$ cat src/rtl/hazard_field_ctrl_if.sv
// Bus between the hazard field controller and the game top: frame/input strobes in,
// object coordinates, score, game state and LFSR debug value out.
interface hazard_field_ctrl_if #(
    parameter int unsigned OBJ_CNT = 5,
    parameter int unsigned CORDW   = 16,
    parameter int unsigned LFSR_W  = 9,
    parameter int unsigned SCORE_W = 8
);
    logic                       frame;
    logic                       de;
    logic                       start;
    logic [OBJ_CNT-1:0]         hit;
    logic [OBJ_CNT*CORDW-1:0]   obj_x;
    logic [OBJ_CNT*CORDW-1:0]   obj_y;
    logic [SCORE_W-1:0]         score;
    logic [1:0]                 state;
    logic                       dead;
    logic [LFSR_W-1:0]          lfsr;

    // Game top / stimulus side
    modport master (
        output frame, de, start, hit,
        input  obj_x, obj_y, score, state, dead, lfsr
    );

    // Controller side
    modport slave (
        input  frame, de, start, hit,
        output obj_x, obj_y, score, state, dead, lfsr
    );
endinterface

$ cat src/rtl/hazard_field_ctrl.sv
// Falling-hazard field controller: spawn LFSR, per-frame object motion, scoring and IDLE/PLAY/DEAD game state.
// Optional macro HAZARD_SPEEDUP_EN: fall speed grows with score (FALL_SPD + min(score>>3, 6)).
module hazard_field_ctrl #(
    parameter int unsigned       OBJ_CNT   = 5,
    parameter int unsigned       CORDW     = 16,
    parameter int unsigned       LFSR_W    = 9,
    parameter logic [LFSR_W-1:0] LFSR_TAPS = 9'b101110010,
    parameter int                X_BASE    = 158,
    parameter int                X_STEP    = 64,
    parameter int                SPAWN_Y   = -300,
    parameter int                Y_STAGGER = 100,
    parameter int                GROUND_Y  = 230,
    parameter int                FALL_SPD  = 2,
    parameter int unsigned       SCORE_W   = 8
) (
    input  logic                clk_pix,
    input  logic                rst_n,
    hazard_field_ctrl_if.slave  bus
);
    localparam logic [1:0] ST_IDLE = 2'd0;
    localparam logic [1:0] ST_PLAY = 2'd1;
    localparam logic [1:0] ST_DEAD = 2'd2;

    localparam int unsigned POS_W = OBJ_CNT * CORDW;
    localparam int unsigned CNT_W = $clog2(OBJ_CNT + 1);
    localparam int unsigned SUM_W = SCORE_W + CNT_W;

    localparam logic [SCORE_W-1:0]      SCORE_MAX = '1;
    localparam logic signed [CORDW-1:0] GROUND_C  = CORDW'(GROUND_Y);
    localparam logic [CORDW-1:0]        SPAWN_C   = CORDW'(SPAWN_Y);

    // Home (IDLE) coordinates, packed the same way as the outputs
    function automatic logic [POS_W-1:0] home_x();
        logic [POS_W-1:0] v;
        v = '0;
        for (int i = 0; i < int'(OBJ_CNT); i++)
            v[i*CORDW +: CORDW] = CORDW'(X_BASE + i * X_STEP);
        return v;
    endfunction

    function automatic logic [POS_W-1:0] home_y();
        logic [POS_W-1:0] v;
        v = '0;
        for (int i = 0; i < int'(OBJ_CNT); i++)
            v[i*CORDW +: CORDW] = CORDW'(SPAWN_Y - i * Y_STAGGER);
        return v;
    endfunction

    localparam logic [POS_W-1:0] X_INIT = home_x();
    localparam logic [POS_W-1:0] Y_INIT = home_y();

    logic [1:0]          state_q, state_nx;
    logic                dead_q;
    logic                armed_q, armed_nx;
    logic [SCORE_W-1:0]  score_q, score_nx;
    logic [LFSR_W-1:0]   lfsr_q, lfsr_nx;
    logic [POS_W-1:0]    obj_x_q, obj_x_nx;
    logic [POS_W-1:0]    obj_y_q, obj_y_nx;

    logic [CORDW-1:0]        speed;
    logic signed [CORDW-1:0] y_cur;
    logic [LFSR_W-1:0]       x_raw;
    logic [OBJ_CNT-1:0]      landed;
    logic [CNT_W-1:0]        landed_cnt;
    logic [SUM_W-1:0]        score_sum;

`ifdef HAZARD_SPEEDUP_EN
    logic [SCORE_W-1:0] level;

    // Speed bonus from the registered score, capped at +6
    always_comb begin
        level = score_q >> 3;
        if (level > SCORE_W'(6))
            speed = CORDW'(FALL_SPD + 6);
        else
            speed = CORDW'(FALL_SPD) + CORDW'(level);
    end
`else
    assign speed = CORDW'(FALL_SPD);
`endif

    // Next-state: LFSR, game FSM, object motion and scoring
    always_comb begin
        state_nx   = state_q;
        armed_nx   = armed_q;
        score_nx   = score_q;
        lfsr_nx    = lfsr_q;
        obj_x_nx   = obj_x_q;
        obj_y_nx   = obj_y_q;
        y_cur      = '0;
        x_raw      = '0;
        landed     = '0;
        landed_cnt = '0;
        score_sum  = '0;

        if (lfsr_q == '0)
            lfsr_nx = '1;
        else if (bus.de)
            lfsr_nx = (lfsr_q >> 1) ^ (lfsr_q[0] ? LFSR_TAPS : '0);

        // A restart press only counts once start has been seen low
        if (!bus.start)
            armed_nx = 1'b1;

        case (state_q)
            ST_IDLE: begin
                obj_x_nx = X_INIT;
                obj_y_nx = Y_INIT;
                score_nx = '0;
                if (bus.start && armed_q)
                    state_nx = ST_PLAY;
            end

            ST_PLAY: begin
                if (bus.frame) begin
                    for (int i = 0; i < int'(OBJ_CNT); i++) begin
                        y_cur = $signed(obj_y_q[i*CORDW +: CORDW]);
                        if (y_cur > GROUND_C) begin
                            x_raw = lfsr_q + LFSR_W'(i * X_STEP);
                            obj_y_nx[i*CORDW +: CORDW] = SPAWN_C;
                            obj_x_nx[i*CORDW +: CORDW] = CORDW'(x_raw);
                            landed[i] = 1'b1;
                        end else begin
                            obj_y_nx[i*CORDW +: CORDW] = y_cur + speed;
                        end
                    end
                    for (int i = 0; i < int'(OBJ_CNT); i++)
                        landed_cnt = landed_cnt + CNT_W'(landed[i]);
                    score_sum = SUM_W'(score_q) + SUM_W'(landed_cnt);
                    if (score_sum > SUM_W'(SCORE_MAX))
                        score_nx = SCORE_MAX;
                    else
                        score_nx = score_sum[SCORE_W-1:0];
                end
                if (|bus.hit)
                    state_nx = ST_DEAD;
            end

            ST_DEAD: begin
                if (bus.start) begin
                    state_nx = ST_IDLE;
                    armed_nx = 1'b0;
                    obj_x_nx = X_INIT;
                    obj_y_nx = Y_INIT;
                    score_nx = '0;
                end
            end

            default: state_nx = ST_IDLE;
        endcase
    end

    always_ff @(posedge clk_pix or negedge rst_n) begin
        if (!rst_n) begin
            state_q <= ST_IDLE;
            dead_q  <= 1'b0;
            armed_q <= 1'b1;
            score_q <= '0;
            lfsr_q  <= '1;
            obj_x_q <= X_INIT;
            obj_y_q <= Y_INIT;
        end else begin
            state_q <= state_nx;
            dead_q  <= (state_nx == ST_DEAD);
            armed_q <= armed_nx;
            score_q <= score_nx;
            lfsr_q  <= lfsr_nx;
            obj_x_q <= obj_x_nx;
            obj_y_q <= obj_y_nx;
        end
    end

    assign bus.obj_x = obj_x_q;
    assign bus.obj_y = obj_y_q;
    assign bus.score = score_q;
    assign bus.state = state_q;
    assign bus.dead  = dead_q;
    assign bus.lfsr  = lfsr_q;
endmodule

$ cat src/flat_wrapper.sv
// flat-port wrapper written by rule: the top's interface ports become plain ports
module hazard_field_ctrl_flat 
#(
    parameter int unsigned       OBJ_CNT   = 5,
    parameter int unsigned       CORDW     = 16,
    parameter int unsigned       LFSR_W    = 9,
    parameter logic [LFSR_W-1:0] LFSR_TAPS = 9'b101110010,
    parameter int                X_BASE    = 158,
    parameter int                X_STEP    = 64,
    parameter int                SPAWN_Y   = -300,
    parameter int                Y_STAGGER = 100,
    parameter int                GROUND_Y  = 230,
    parameter int                FALL_SPD  = 2,
    parameter int unsigned       SCORE_W   = 8
)
  (clk_pix, rst_n, bus_frame, bus_de, bus_start, bus_hit, bus_obj_x, bus_obj_y, bus_score, bus_state, bus_dead, bus_lfsr);
  hazard_field_ctrl_if #(.OBJ_CNT(OBJ_CNT), .CORDW(CORDW), .LFSR_W(LFSR_W), .SCORE_W(SCORE_W)) bus_i ();
  input  logic clk_pix;
  input  logic rst_n;
  input wire logic [$bits(bus_i.frame)-1:0] bus_frame;
  input wire logic [$bits(bus_i.de)-1:0] bus_de;
  input wire logic [$bits(bus_i.start)-1:0] bus_start;
  input wire logic [$bits(bus_i.hit)-1:0] bus_hit;
  output wire logic [$bits(bus_i.obj_x)-1:0] bus_obj_x;
  output wire logic [$bits(bus_i.obj_y)-1:0] bus_obj_y;
  output wire logic [$bits(bus_i.score)-1:0] bus_score;
  output wire logic [$bits(bus_i.state)-1:0] bus_state;
  output wire logic [$bits(bus_i.dead)-1:0] bus_dead;
  output wire logic [$bits(bus_i.lfsr)-1:0] bus_lfsr;
  assign bus_i.frame = bus_frame;
  assign bus_i.de = bus_de;
  assign bus_i.start = bus_start;
  assign bus_i.hit = bus_hit;
  assign bus_obj_x = bus_i.obj_x;
  assign bus_obj_y = bus_i.obj_y;
  assign bus_score = bus_i.score;
  assign bus_state = bus_i.state;
  assign bus_dead = bus_i.dead;
  assign bus_lfsr = bus_i.lfsr;
  hazard_field_ctrl #(.OBJ_CNT(OBJ_CNT), .CORDW(CORDW), .LFSR_W(LFSR_W), .LFSR_TAPS(LFSR_TAPS), .X_BASE(X_BASE), .X_STEP(X_STEP), .SPAWN_Y(SPAWN_Y), .Y_STAGGER(Y_STAGGER), .GROUND_Y(GROUND_Y), .FALL_SPD(FALL_SPD), .SCORE_W(SCORE_W)) u_core (.clk_pix(clk_pix), .rst_n(rst_n), .bus(bus_i));
endmodule
$ cat config.mk
export PLATFORM = sky130hd
export DESIGN_NAME = hazard_field_ctrl_flat
export DESIGN_NICKNAME = d
export VERILOG_FILES = /design/src/rtl/hazard_field_ctrl_if.sv /design/src/rtl/hazard_field_ctrl.sv /design/src/flat_wrapper.sv
export SDC_FILE = /design/constraint.sdc
export NUM_CORES = 1
export LEC_CHECK = 0
export BUFFER_PORTS_ARGS = -buffer_cell sky130_fd_sc_hd__buf_4
export CAP_MARGIN = 20
export CORE_MARGIN = 8
export CORE_UTILIZATION = 30
export DETAILED_ROUTE_END_ITERATION = 16
export SLEW_MARGIN = 10
export SYNTH_ARGS = -nofsm -noshare
export SYNTH_HDL_FRONTEND = slang
export SYNTH_SLANG_ARGS = --single-unit
export TNS_END_PERCENT = 20
$ cat constraint.sdc
create_clock -name clk_pix -period 4.5 [get_ports clk_pix]
set_input_delay 1.35 -clock clk_pix [delete_from_list [all_inputs] [get_ports clk_pix]]
set_output_delay 1.35 -clock clk_pix [all_outputs]
set_load 0.02 [all_outputs]
; Yosys cells after proc, flatten, opt, wreduce, memory -nomap -nowiden
; Index checks and enable logic that the tools add are counted.
[word_totals]
regBits = 181
inputBits = 10
output_inout_bits = 180
elab_cells = 99
[classes]
add_sub_neg = 14
magnitude_cmp = 6
eq_ne = 10
mux = 45
bitwise_logic = 1
n_reduce_logical = 12
[ops]
columns = operator, count
row1 = one-hot mux 80 bit (3 select lines), 2
row2 = two-way mux 80 bit, 4
row3 = two-way mux 16 bit, 10
row4 = "adder 16 x 2 -> 16 bit, second input constant", 5
row5 = "> comparator 16 x 9 -> 1 bit, second input constant", 5
row6 = two-way mux 9 bit, 3
row7 = two-way mux 8 bit, 3
row8 = one-hot mux 8 bit (3 select lines), 1
row9 = AND reduction 4 bit, 5
row10 = "adder 9 x 8 -> 9 bit, second input constant", 2
row11 = two-way mux 1 bit, 18
row12 = "> comparator 11 x 8 -> 1 bit, second input constant", 1
row13 = "inequality test 2 x 1 -> 1 bit, second input constant", 5
row14 = adder 3 x 1 -> 3 bit, 3
row15 = adder 8 x 3 -> 9 bit, 1
row16 = "adder 9 x 7 -> 9 bit, second input constant", 1
row17 = "adder 9 bit, second input constant", 1
row18 = logical NOT 9 bit, 1
row19 = bitwise XOR 8 x 9 -> 9 bit, 1
row20 = two-way mux 2 bit, 3
row21 = one-hot mux 2 bit (3 select lines), 1
row22 = OR reduction 5 bit, 1
row23 = "equality test 2 bit, second input constant", 2
row24 = "inequality test 2 bit, second input constant", 2
row25 = 7 further kinds, 7

; Logic depth before layout (Yosys ltp)
[logic_depth]
depth_word = 13
depth_mapped = 12

; Worst setup path before layout
; No wires, ideal clock.
[synth_timing]
path_kind = register to register
start = register u_core.obj_y_q[20] (netlist: u_core.bus.obj_y[20])
end = register u_core.score_q[5] (netlist: u_core.bus.score[5])
arrival_time_ns = 3.468
required_ns = 4.379
setup_slack_ns = 0.911
path_stages_with_launch = 12
n_path_buf = 0
period_less_slack_ns = 3.589
cell_sequence = dfstp_2 o2111ai_1 a31oi_2 ha_1 ha_1 ha_1 fa_1 fa_1 a21o_1 nand4_1 o21ai_0 a22o_1
[synth_between]
elab_chain_cells = 13
[synth_lines]
columns = item, line_no
row1 = "start, declared", hazard_field_ctrl.sv:58  ; logic [POS_W-1:0] obj_y_q, obj_y_nx;
row2 = "start signal, assigned", hazard_field_ctrl.sv:169  ; obj_y_q <= obj_y_nx;
row3 = > comparator 16 x 9 -> 1 bit *, hazard_field_ctrl.sv:118  ; if (y_cur > GROUND_C) begin
row4 = two-way mux 1 bit *, hazard_field_ctrl.sv:118
row5 = two-way mux 1 bit *, hazard_field_ctrl.sv:115  ; if (bus.frame) begin
row6 = two-way mux 1 bit *, hazard_field_ctrl.sv:105  ; case (state_q)
row7 = adder 1 x 1 -> 2 bit *, hazard_field_ctrl.sv:128  ; landed_cnt = landed_cnt + CNT_W'(landed[i]);
row8 = adder 3 x 1 -> 3 bit * (3 in series), hazard_field_ctrl.sv:128
row9 = adder 8 x 3 -> 9 bit *, hazard_field_ctrl.sv:129  ; score_sum = SUM_W'(score_q) + SUM_W'(landed_cnt);
row10 = > comparator 11 x 8 -> 1 bit, hazard_field_ctrl.sv:130  ; if (score_sum > SUM_W'(SCORE_MAX))
row11 = two-way mux 8 bit *, hazard_field_ctrl.sv:130
row12 = two-way mux 8 bit *, hazard_field_ctrl.sv:115
row13 = one-hot mux 8 bit (3 select lines) *, hazard_field_ctrl.sv:105
row14 = "end signal, assigned", hazard_field_ctrl.sv:166  ; score_q <= score_nx;
row15 = "end, declared", hazard_field_ctrl.sv:55  ; logic [SCORE_W-1:0] score_q, score_nx;
; Every way passes the cells marked *; elsewhere a longest branch is shown, timed or not. The select of a mux whose other input is x is not followed.
; A chain may end at the register's enable or synchronous reset.

; Worst setup path in the final report
[layout_timing]
start = register u_core.obj_y_q[22] (netlist: u_core.bus.obj_y[22])
end = register u_core.score_q[5] (netlist: u_core.bus.score[5])
; The elaborated chain is that of the path after synthesis.

==> impl_results.md <==
- Status: finished, final reports clean
- Sequential power share: 0.365
- Final #Nets: slightly above 900
- Clock transition at the registers of the reported paths: 60 ps
- Multi-input logic area: roughly 0.0035 mm2
- Switching power: 1.617 mW
- Die X: 174.3 um
- Antenna cells: 0
- DRT Pass-1 Iters: 5
- Layout Area Growth over Synthesis: 26.08%
- Design internal power: 2.732 mW
- Die height: 174.3 um
- Clk sinks: 141
- Grt ovf: 0
- Syn Area/Cell: around 10 um2
- Post-DP HPWL: roughly 17 mm
- Final core occ: 0.3810
- Initial DRC count: a little under 500
- Row count: 58
- Most common cell after layout, fill and taps aside: buf_4
- Placeable Area: 0.02489 mm2
- Antenna violations before repair: 0
- Post-CTS Hold Fix Bufs: 0
- Fmax: between 200 and 300 MHz
- VDD IR max: roughly 0.32 mV
- Crit-path max FO: 9
- Yosys reg bits: around 140
- Routed Antenna Nets: 0
- Yosys cell types: 64
- First-pass GRT wire length: roughly 38 mm
- Switching portion of total power: 0.3718
- Setup TNS: 0 ps
- # fillers: around 2,500
- Residual DRC: 0
- Slew at the pin closest to its max-slew limit: 1013 ps
- Clk Latency, worst-skew pair: approximately 420 ps
- Clock share of power: 0.354
- Register area: 0.003637 mm2
- Critical Path Sink Type: flip-flop
- Setup WS pre-CTS: roughly 800 ps
- Slew margin rel.: 0.3247
- Number of flops mapped to enable cells by yosys: 0
- Post-CTS resize count: 0
- Final Skew: between 8 and 9 ps
- Final worst-path cycle share: 0.8398
- Required time of the critical path: roughly 4800 ps
- Largest net degree at the start of global routing: about 100
- P_leak: between 3 and 4 nW
- Final setup margin: about 700 ps
- Routed vias/inst: ~5.3
- H-Tree Depth: 4
- Sequential area share after synthesis: 0.4835
- Mapped Cells: 740
- # IOs: 190
- GR Util All Layers: 0.1560
- CTS max path bufs: 2
- Synth Flop Type: dfstp_2
- Die footprint: approximately 0.03 mm2
- Postcts setup bufs: 0
- Most frequent cells in the layout: buf_4 (164), dfstp_2 (87), nand2_1 (69)
- GP Congestion: 0.8086
- Drt wl/cell: 19.40 um
- Hold slack: between 400 and 500 ps
- P per Cell Area: around 460 mW/mm2
- CTS root buf: clkbuf_16
- RSZ-0062 raised after global routing: false
- Pins Over Slew Limit: 0
- Mapped cell area: roughly 0.0075 mm2
- Starting Density: 0.3022
- Min-Delay Path Class: reg2reg
- Routed WL: 23.77 mm
- Async set or reset register ratio after synthesis: 1.000
- CTS tree: done
- Final hold vios: 0
- Final setup vio count: 0
- Startpoint types: flip-flop
- Final min period: ~3800 ps
- Vias in the first global route: around 6,500
- Total number of vias: between 6,000 and 7,000
- Crit path kind: reg2reg
- IO buf count: approximately 150
- Worst EP arrival: 4080 ps
- Num CTS Buffers: 17
- Gate power share: 0.281
- Yosys warns: 0
- Layout cells sized above 1: 0.3352
- Max Cap Viol: 0
## layout make-up
cell class,count,area share
sequential,141,0.3835
multi-input combinational,533,0.3644
timing repair buffer,165,0.1310
clock buffer,20,0.05158
tap,330,0.04354
clock inverter,12,0.01649
inverter,24,0.009499
## power groups by stage
stage	Combinational, mW	Clock, mW	Sequential (mW)
3_5_place_dp	1.23	0	1.61
5_1_grt	1.34	1.63	1.61
3_3_place_gp	1.23	0	1.61
2_1_floorplan	0.783	0	1.59
4_1_cts	1.24	1.57	1.59
6_report	1.22	1.54	1.59
## per-layer routing
metal / share of wire / vias up / track usage
met2: 0.46 / 183 / 0.2382
met5: 0 / - / 0
met3: 0.082 / 13 / 0.05815
met1: 0.45 / 3218 / 0.2058
li1: - / 3032 / -
met4: 0.0095 / 0 / 0.03634
## worst max-delay path: stages, from the launching register on
cell	delay [ps]
dfstp_2	600
o2111ai_1	190
a31oi_2	240
buf_4	180
ha_1	270
ha_1	300
ha_1	210
fa_1	480
fa_1	450
a21o_1	240
nand4_1	150
o21ai_0	100
a22o_1	240
## cells by family (layout without fill, tap and decap cells)
family	count (synthesis)	count (layout)	share of synthesized area
compound gates	231	231	0.2272
xor+xnor	15	15	0.01746
fa+ha+maj	16	16	0.02861
buf+inv	105	221	0.07784
flops	141	141	0.4835
mux	4	4	0.005323
other cells	1	40	0.0004985
simple gates	227	227	0.1595
## through the flow
| stage | std cells | total power, mW | cell area, um2 |
|---|---|---|---|
| floorplan | 779 | 2.373 | 7669 |
| global placement | 1193 | 2.837 | 8838 |
| detailed placement | 1193 | 2.841 | 8838 |
| CTS | 1225 | 4.397 | 9484 |
| global route | 1225 | 4.590 | 9484 |
| finish | 1225 | 4.349 | 9484 |
## registers in the layout, summed over array words and instances (netlist names)
signal,cells
u_core.bus.obj_y,75
u_core.bus.obj_x,45
u_core.bus.lfsr,9
u_core.bus.score,8
u_core.bus.state,2
u_core.armed_q,1
u_core.bus.dead,1
## worst paths after layout
kind,cells past startpoint,slack [ps],to,start
max reg2reg,12,720,u_core.bus.score[5],u_core.bus.obj_y[22]
max in group asynchronous,2,2500,u_core.bus.obj_y[35],rst_n
min,2,460,u_core.armed_q,u_core.armed_q
min in group asynchronous,1,1090,u_core.bus.obj_x[5],rst_n
max,12,720,u_core.bus.score[5],u_core.bus.obj_y[22]
min reg2reg,2,460,u_core.armed_q,u_core.armed_q
## cell usage after synthesis (all sizes together) (4+ instances only)
master	n	area (um2)
xnor2	10	87.58
nor4	10	62.56
o41ai	4	35.03
o2111ai	8	70.07
a21o	5	37.54
o21ai	48	247.7
a22o	4	35.03
and3	9	56.30
nand2b	5	31.28
mux2i	4	40.04
clkbuf	16	60.06
buf	65	435.4
and2	6	37.54
o32a	28	280.3
nor2	17	63.81
dfrtp	54	1351
nand4	11	68.82
a31oi	20	137.6
or3	5	31.28
o31ai	26	195.2
nand2	69	259.0
nor3	12	60.06
xor2	5	43.79
a21oi	32	167.7
and4	11	96.34
a31o	5	43.79
inv	23	86.33
o211ai	7	62.56
or4	19	142.6
nand3	44	220.2
o22a	7	61.31
o2bb2ai	18	157.7
dfstp	87	2286
ha	14	175.2
No activity file was read; power rests on OpenSTA's default activity.
